==> src/rtl/dpwm_pkg.sv <==
// dpwm_pkg: shared constants and helpers for the multi-channel DPWM.
// Saturating duty arithmetic, select width and dead-time counter width.
package dpwm_pkg;

  localparam int DEF_WIDTH = 8;
  localparam int DT_W      = 8;

  function automatic int period_clks(int width, int presc);
    return presc * (1 << width);
  endfunction

  function automatic int sel_w(int n);
    return (n > 1) ? $clog2(n) : 1;
  endfunction

  function automatic logic [31:0] sat_add(
    logic [31:0] a,
    logic [31:0] s,
    logic [31:0] m
  );
    logic [32:0] t;
    t = {1'b0, a} + {1'b0, s};
    return (t > {1'b0, m}) ? m : t[31:0];
  endfunction

  function automatic logic [31:0] sat_sub(
    logic [31:0] a,
    logic [31:0] s
  );
    return (a < s) ? 32'd0 : a - s;
  endfunction

endpackage

==> src/rtl/dpwm_multicanal_canal.sv <==
// dpwm_canal: one PWM channel - shadow/active duty, compare, dead-time.
// Ports: clk, rst_n, cnt, wrap, en, inc, dec -> pwm, pwm_n, shadow.
// Macro DPWM_DEADTIME_EN adds rising-edge dead-time on pwm/pwm_n.
module dpwm_canal
  import dpwm_pkg::*;
#(
  parameter int WIDTH     = 8,
  parameter int STEP      = 16,
  parameter int DUTY_RST  = 0,
  parameter int DEAD_TIME = 4
) (
  input  logic             clk,
  input  logic             rst_n,
  input  logic [WIDTH-1:0] cnt,
  input  logic             wrap,
  input  logic             en,
  input  logic             inc,
  input  logic             dec,
  output logic             pwm,
  output logic             pwm_n,
  output logic [WIDTH-1:0] shadow
);

  localparam logic [31:0] DMAX =
    (32'd1 << WIDTH) - 32'd1;
  localparam logic [WIDTH-1:0] D_RST =
    WIDTH'(DUTY_RST);

  logic [WIDTH-1:0] active;
  logic             cmp_h;
  logic             cmp_l;

  assign cmp_h = en && (cnt < active);
  assign cmp_l = en && !(cnt < active);

  // active picks up the pre-write shadow
  // when a write lands on the wrap clock
  always_ff @(posedge clk or negedge rst_n) begin
    if (!rst_n) begin
      shadow <= D_RST;
      active <= D_RST;
    end else begin
      if (inc)
        shadow <= WIDTH'(sat_add(
          32'(shadow), 32'(STEP), DMAX));
      else if (dec)
        shadow <= WIDTH'(sat_sub(
          32'(shadow), 32'(STEP)));
      if (wrap)
        active <= shadow;
    end
  end

`ifdef DPWM_DEADTIME_EN
  logic            raw_h;
  logic            raw_l;
  logic [DT_W-1:0] dt;

  // any change of the raw pair reloads dt;
  // outputs stay low until dt drains, so a
  // pulse no longer than DEAD_TIME vanishes
  always_ff @(posedge clk or negedge rst_n) begin
    if (!rst_n) begin
      raw_h <= 1'b0;
      raw_l <= 1'b0;
      dt    <= '0;
    end else begin
      raw_h <= cmp_h;
      raw_l <= cmp_l;
      if (cmp_h != raw_h || cmp_l != raw_l)
        dt <= DT_W'(DEAD_TIME);
      else if (dt != '0)
        dt <= dt - DT_W'(1);
    end
  end

  assign pwm   = raw_h && (dt == '0);
  assign pwm_n = raw_l && (dt == '0);
`else
  logic unused_dt;
  assign unused_dt = ^DT_W'(DEAD_TIME);

  always_ff @(posedge clk or negedge rst_n) begin
    if (!rst_n) begin
      pwm   <= 1'b0;
      pwm_n <= 1'b0;
    end else begin
      pwm   <= cmp_h;
      pwm_n <= cmp_l;
    end
  end
`endif

endmodule

==> src/rtl/dpwm_multicanal.sv <==
// dpwm_multicanal: N_CH PWM channels on one shared counter.
// In: CLK_FPGA_BOARD, reinicio_n, boton_aumentar, boton_disminuir,
// seleccion_canal, habilitar. Out: pwm_out, pwm_out_n, duty_sel,
// inicio_ciclo. Optional macro: DPWM_DEADTIME_EN.
module dpwm_multicanal
  import dpwm_pkg::*;
#(
  parameter int WIDTH     = 8,
  parameter int N_CH      = 2,
  parameter int PRESC     = 1,
  parameter int STEP      = 16,
  parameter int DUTY_RST  = 0,
  parameter int DEAD_TIME = 4
) (
  input  logic                     CLK_FPGA_BOARD,
  input  logic                     reinicio_n,
  input  logic                     boton_aumentar,
  input  logic                     boton_disminuir,
  input  logic [sel_w(N_CH)-1:0]   seleccion_canal,
  input  logic                     habilitar,
  output logic [N_CH-1:0]          pwm_out,
  output logic [N_CH-1:0]          pwm_out_n,
  output logic [WIDTH-1:0]         duty_sel,
  output logic                     inicio_ciclo
);

  localparam int SW = sel_w(N_CH);
  localparam int PW =
    (PRESC > 1) ? $clog2(PRESC) : 1;
  localparam logic [SW:0] NCH_V = (SW+1)'(N_CH);

  logic clk;
  assign clk = CLK_FPGA_BOARD;

  // async assert, sync release
  logic [1:0] rst_q;
  logic       rst_n;

  always_ff @(posedge clk or negedge reinicio_n) begin
    if (!reinicio_n)
      rst_q <= 2'b00;
    else
      rst_q <= {rst_q[0], 1'b1};
  end

  assign rst_n = rst_q[1];

  logic [PW-1:0]    presc;
  logic [WIDTH-1:0] cnt;
  logic             tick;
  logic             wrap;

  assign tick = (presc == PW'(PRESC - 1));
  assign wrap = tick && (cnt == '1);

  always_ff @(posedge clk or negedge rst_n) begin
    if (!rst_n) begin
      presc        <= '0;
      cnt          <= '0;
      inicio_ciclo <= 1'b0;
    end else begin
      presc        <= tick ? '0 : presc + PW'(1);
      if (tick)
        cnt <= cnt + WIDTH'(1);
      inicio_ciclo <= wrap;
    end
  end

  logic [2:0] up_s;
  logic [2:0] dn_s;

  always_ff @(posedge clk or negedge rst_n) begin
    if (!rst_n) begin
      up_s <= '0;
      dn_s <= '0;
    end else begin
      up_s <= {up_s[1:0], boton_aumentar};
      dn_s <= {dn_s[1:0], boton_disminuir};
    end
  end

  logic rise_up;
  logic rise_dn;
  logic sel_ok;
  logic inc_ev;
  logic dec_ev;

  assign rise_up = up_s[1] & ~up_s[2];
  assign rise_dn = dn_s[1] & ~dn_s[2];
  assign sel_ok  = {1'b0, seleccion_canal} < NCH_V;
  assign inc_ev  = rise_up & ~rise_dn & sel_ok;
  assign dec_ev  = rise_dn & ~rise_up & sel_ok;

  logic [WIDTH-1:0] shadow [N_CH];

  for (genvar g = 0; g < N_CH; g++) begin : g_ch
    logic hit;
    assign hit = (seleccion_canal == SW'(g));

    dpwm_canal #(
      .WIDTH     (WIDTH),
      .STEP      (STEP),
      .DUTY_RST  (DUTY_RST),
      .DEAD_TIME (DEAD_TIME)
    ) u_canal (
      .clk    (clk),
      .rst_n  (rst_n),
      .cnt    (cnt),
      .wrap   (wrap),
      .en     (habilitar),
      .inc    (inc_ev & hit),
      .dec    (dec_ev & hit),
      .pwm    (pwm_out[g]),
      .pwm_n  (pwm_out_n[g]),
      .shadow (shadow[g])
    );
  end

  always_comb begin
    duty_sel = '0;
    for (int i = 0; i < N_CH; i++)
      if (sel_ok && seleccion_canal == SW'(i))
        duty_sel = shadow[i];
  end

endmodule

==> config.mk <==
export PLATFORM = sky130hd
export DESIGN_NAME = dpwm_multicanal
export DESIGN_NICKNAME = d
export VERILOG_FILES = /design/src/rtl/dpwm_pkg.sv /design/src/rtl/dpwm_multicanal_canal.sv /design/src/rtl/dpwm_multicanal.sv
export SDC_FILE = /design/constraint.sdc
export NUM_CORES = 1
export LEC_CHECK = 0
export BUFFER_PORTS_ARGS = -buffer_cell sky130_fd_sc_hd__buf_2
export CORE_MARGIN = 2
export CORE_UTILIZATION = 50
export CTS_BUF_LIST = sky130_fd_sc_hd__clkbuf_8 sky130_fd_sc_hd__clkbuf_16
export CTS_CLUSTER_DIAMETER = 30
export DETAILED_ROUTE_END_ITERATION = 10
export GPL_ROUTABILITY_DRIVEN = 0
export PLACE_DENSITY_LB_ADDON = 0.1
export SYNTH_ARGS = -nofsm -noshare
export SYNTH_HDL_FRONTEND = slang
export SYNTH_SLANG_ARGS = --single-unit
==> constraint.sdc <==
create_clock -name CLK_FPGA_BOARD -period 2.9 [get_ports CLK_FPGA_BOARD]
set_input_delay 0.58 -clock CLK_FPGA_BOARD [delete_from_list [all_inputs] [get_ports CLK_FPGA_BOARD]]
set_output_delay 0.58 -clock CLK_FPGA_BOARD [all_outputs]
set_load 0.02 [all_outputs]
---- After elaboration in Yosys (flattened, before gate mapping) ----
Cells that the tools add are included.
storage, ports and cells
  flip-flop bits (word level) ............. 54
  output and inout bits ................... 13
operators by class
  add/subtract/negate cells ............... 6
  $lt $le $gt $ge ......................... 6
  equal/unequal tests ..................... 1
  multiplexer cells ....................... 10
  bitwise gates (word level) .............. 14
  reduce and logical (&&, ||, !) cells .... 9
operators with widths
  operator                                                                          count
  8-bit 2-to-1 mux                                                                  9
  8-bit by 5-bit adder with 9-bit output (second input constant)                    2
  9-bit by 8-bit greater-than comparator with 1-bit output (second input constant)  2
  8-bit by 5-bit < comparator with 1-bit output (second input constant)             2
  8-bit < comparator                                                                2
  8-bit by 5-bit subtractor with 8-bit output (second input constant)               2
  8-bit by 1-bit adder with 8-bit output (second input constant)                    1
  1-bit bitwise AND                                                                 8
  8-bit equality test (second input constant)                                       1
  1-bit inverter                                                                    6
  1-bit logical AND                                                                 5
  2-bit nonzero test                                                                2
  1-bit logical NOT                                                                 2
  1-bit adder (second input constant)                                               1
  1-bit 2-to-1 mux                                                                  1

---- Depth between registers and ports, before layout ----
  word-level depth ........................ 7
  gate-level depth with buffers ........... 8
  depth with buffers taken out ............ 7

---- By module ----
From an unflattened synthesis, not the netlist that was laid out.
second synthesis, totals
  cell total of the unflattened synthesis .. 223
  area, all modules ....................... 2269.7 um^2
by module, submodules not included
  module           times used  cells each  area each (um^2)  sequential area each (um^2)
  dpwm_canal       2           85          787.0             300.3
  dpwm_multicanal  1           53          695.7             425.4

---- Least setup slack after synthesis ----
No wires, ideal clock.
  kind .................................... input port to output port
  start ................................... input port seleccion_canal
  end ..................................... output port duty_sel[6]
  arrival ................................. 1.472 ns
  setup slack ............................. 0.848 ns
  cell stages on the path ................. 3
  buffers on the path ..................... 2
  cells stage by stage .................... buf_2 > buf_1 > mux2_1
on the way
  longest elaborated chain between the ends .. 1
ends and longest elaborated chain
  item                line                    RTL
  start: declaration  dpwm_multicanal.sv:19   input logic [sel_w(N_CH)-1:0] seleccion_canal,
  8-bit 2-to-1 mux    dpwm_multicanal.sv:122  if (sel_ok && seleccion_canal == SW'(i))
  end: declaration    dpwm_multicanal.sv:23   output logic [WIDTH-1:0] duty_sel,
No other way between the ends.

---- Final worst setup path ----
  start ................................... input port seleccion_canal
  end ..................................... output port duty_sel[2]
The elaborated chain is that of the path after synthesis.

==> impl_results.md <==
* Starting DRT DRC Count at 126
* Htree depth at 2
* Number of synthesized register bits at 41
* Cell Pwr Density at 683 nW/µm²
* Final period utilization at 69.7%
* Rel. slew slack at 54.3%
* Crit path largest cell delay at 0.40 ns
* Post-CTS setup buffer count at 0
* Pre-CTS setup slack at 0.894 ns
* CP endpoint kind: output port
* All-Layer GR Usage at 17.9%
* Die Width at 71.9 µm
* GR Overflow Total at 0
* Area leader, netlist: dfrtp_1
* Sequential-to-total area share from yosys stat at 44.5%
* Psw at 0.647 mW
* Post-Synthesis Net Count at 259
* Pin count of the biggest net entering global routing at 30
* Crit Path Max Fanout at 18
* WP data arrival at 1.44 ns
* Layout cells sized above 1 at 15.6%
* Setup slack after layout at 0.879 ns
* CTS tree: yes
* Sequential power share at 46.3%
* First-pass GRT wire length at 7180 µm
* Post-synth top area share at 44.5%
* Combinational power share at 32.1%
* Post-synth EDFFs at 0
* Starting Density at 52.6%
* Max-cap violation count at 0
* Via density at 5.50
* Slew @ Worst Pin at 0.685 ns
* Netlist cell types at 49
* Count leader, synth: dfrtp_1
* Fmax at 495 MHz
* Mapped Cells at 232
* Clock Tree Root: clkbuf_8
* Crit start category: input port
* Core Region at 4380 µm²
* Cell area after placement at 2370 µm²
* Tot Pwr at 1.68 mW
* Commonest cells post-synth: dfrtp_1, nand2_1, o21ai_1
* Hold buffer count at cts at 0
* Num CTS Buffers at 5
* Cell mode on critical path: buf_2
* Routed wire length at 4060 µm
* Initial antenna violation count at 0
* Number of fillers in the final layout at 398
* Post-detail-place hpwl at 2900 µm
* Asr flop ratio synth at 100%
* Antenna-violating nets left at 0
* Resize count post-CTS at 0
* Pint at 1.03 mW
* CTS clock-pin slew for the worst setup and hold paths at 0.07 ns
* P&R area growth vs syn at 6.67%
* P_leak at 1.27 nW
* Clock skew at 0.00745 ns
* Pins Over Slew Limit at 0
* Avg WL per Cell at 13.7 µm
* Crit path cell chain: buf_2 > mux2_1 > buf_2
* Peak supply drop at 0.000384 V
* Critical-path top delay cell: mux2_1
* IO buf count at 18
* Clock network fraction of design power at 21.6%
* Row count at 24
* Synthesized area at 2310 µm²
* HP Class: input port to asynchronous set/reset pin
* Inserted Diodes at 0
* RSZ-0062 raised after global routing: false
* Net Sw Frac at 38.5%
* Worst Hold Slack at 0.0624 ns
* Sinks on Clock Net at 41
* Final instance area at 2460 µm²
* Main synth FF type: dfrtp_1
* Clock latency on the worst-skew pair at 0.29 ns
* Nets at 270
* Final Hold Viols at 0
* I/O Pins at 19
* Avg Inst Size Synth at 9.94 µm²
* Critical path class: input port to output port
* Top post-synthesis cells by area: dfrtp_1, ha_1, o21ai_1
* Critical Path RT at 2.32 ns
* Drt pass-1 iters at 4
* Synth warn at 0
* Vias in the first global route at 1542
* Clock Tree Buf Depth at 2
* Status: finished, final reports clean
* Vias at 1628
* Die area at 5170 µm²
* Die span in y at 71.9 µm
* DRC Markers at 0
* Final setup viols at 0
* Shortest period the worst path allows at 2.02 ns
* Setup TNS at 0 ns
==> placed cells by master (no fill, tap or decap), drive strengths merged <==
| master | count |
|---|---|
| a2bb2oi | 1 |
| or2 | 1 |
| buf | 19 |
| mux2 | 2 |
| mux2i | 1 |
| maj3 | 2 |
| a21o | 4 |
| o311ai | 1 |
| xnor2 | 4 |
| o21a | 2 |
| o21ai | 28 |
| and2 | 3 |
| nor2b | 2 |
| ha | 21 |
| dfrtp | 41 |
| or4 | 1 |
| nand4 | 3 |
| a21oi | 10 |
| nor3b | 1 |
| a22oi | 1 |
| a32oi | 2 |
| nand3b | 1 |
| o31ai | 1 |
| nor3 | 6 |
| conb | 1 |
| nor4b | 1 |
| and3b | 1 |
| and3 | 2 |
| xor2 | 3 |
| nand2 | 25 |
| a31oi | 3 |
| nor2 | 6 |
| a211o | 2 |
| clkbuf | 5 |
| nand3 | 8 |
| nor4bb | 1 |
| clkinvlp | 2 |
| inv | 21 |
| nand2b | 5 |
==> metrics by stage <==
| stage | util [%] | cells |
|---|---|---|
| final | 56.1 | 296 |
| after global routing | 56.1 | 296 |
| after CTS | 56.1 | 296 |
| after detailed placement | 54.1 | 288 |
| after global placement | 54.1 | 288 |
| after floorplan | - | 232 |
==> kinds of logic after synthesis <==
| group | synth area share (%) |
|---|---|
| AOI/OAI and AO/OA | 14.3 |
| xor gates and xnor gates | 3.47 |
| adders and majority gates | 12.3 |
| buffers and inverters | 7.43 |
| DFF | 44.5 |
| muxes | 1.41 |
| other | 0.163 |
| and+or+nand+nor | 16.4 |
==> routing by layer <==
| layer | vias up | GRT usage [%] | part of all wire (%) |
|---|---|---|---|
| li1 | 814 | - | - |
| met1 | 792 | 24.9 | 50 |
| met2 | 17 | 27.6 | 46 |
| met3 | 5 | 4.58 | 2.7 |
| met4 | 0 | 5.66 | 1.2 |
| met5 | - | 0 | 0 |
==> power by group through the flow <==
stage | clock network (mW) | registers (mW) | logic, mW
2_1_floorplan | 0 | 0.715 | 0.500
6_report | 0.363 | 0.779 | 0.539
3_5_place_dp | 0 | 0.790 | 0.535
3_3_place_gp | 0 | 0.790 | 0.529
5_1_grt | 0.401 | 0.798 | 0.614
4_1_cts | 0.377 | 0.779 | 0.539
==> critical path, delay by kind of cell <==
kind / cells / cell delay (ns)
multiplexers: 1 / 0.40
buffers and inverters: 2 / 0.45
==> final timing paths <==
| check | startpoint | end | cells after the start | slack [ns] |
|---|---|---|---|---|
| max | seleccion_canal | duty_sel[2] | 3 | 0.88 |
| min | reinicio_n | rst_q[0]$_DFF_PN0_ | 1 | 0.06 |
| max reg2reg | g_ch[1].u_canal.shadow[4]$_DFFE_PN0P_ | g_ch[1].u_canal.shadow[4]$_DFFE_PN0P_ | 7 | 0.90 |
| min reg2reg | rst_q[1]$_DFF_PN0_ | dn_s[1]$_DFF_PN0_ | 0 | 0.16 |
| max in group asynchronous | rst_q[1]$_DFF_PN0_ | g_ch[0].u_canal.active[4]$_DFFE_PN0P_ | 1 | 2.03 |
| min in group CLK_FPGA_BOARD | up_s[0]$_DFF_PN0_ | up_s[1]$_DFF_PN0_ | 0 | 0.35 |
==> area by class of cell <==
class,instances,area [µm²],area share [%]
multi-input combinational,156,1110,45.1
sequential,41,1030,41.7
timing repair buffer,19,97.6,3.97
inverter,20,75.1,3.05
clock buffer,5,68.8,2.80
tap,52,65.1,2.64
clock inverter,3,18.8,0.763
==> registers in the layout (all words and copies together) (netlist names) <==
register	cells
g_ch.u_canal.active	10
up_s	3
cnt	8
rst_q	2
dn_s	3
inicio_ciclo	1
g_ch.u_canal.shadow	10
g_ch.u_canal.pwm_n	2
g_ch.u_canal.pwm	2
Power figures use the tool's default switching activity.
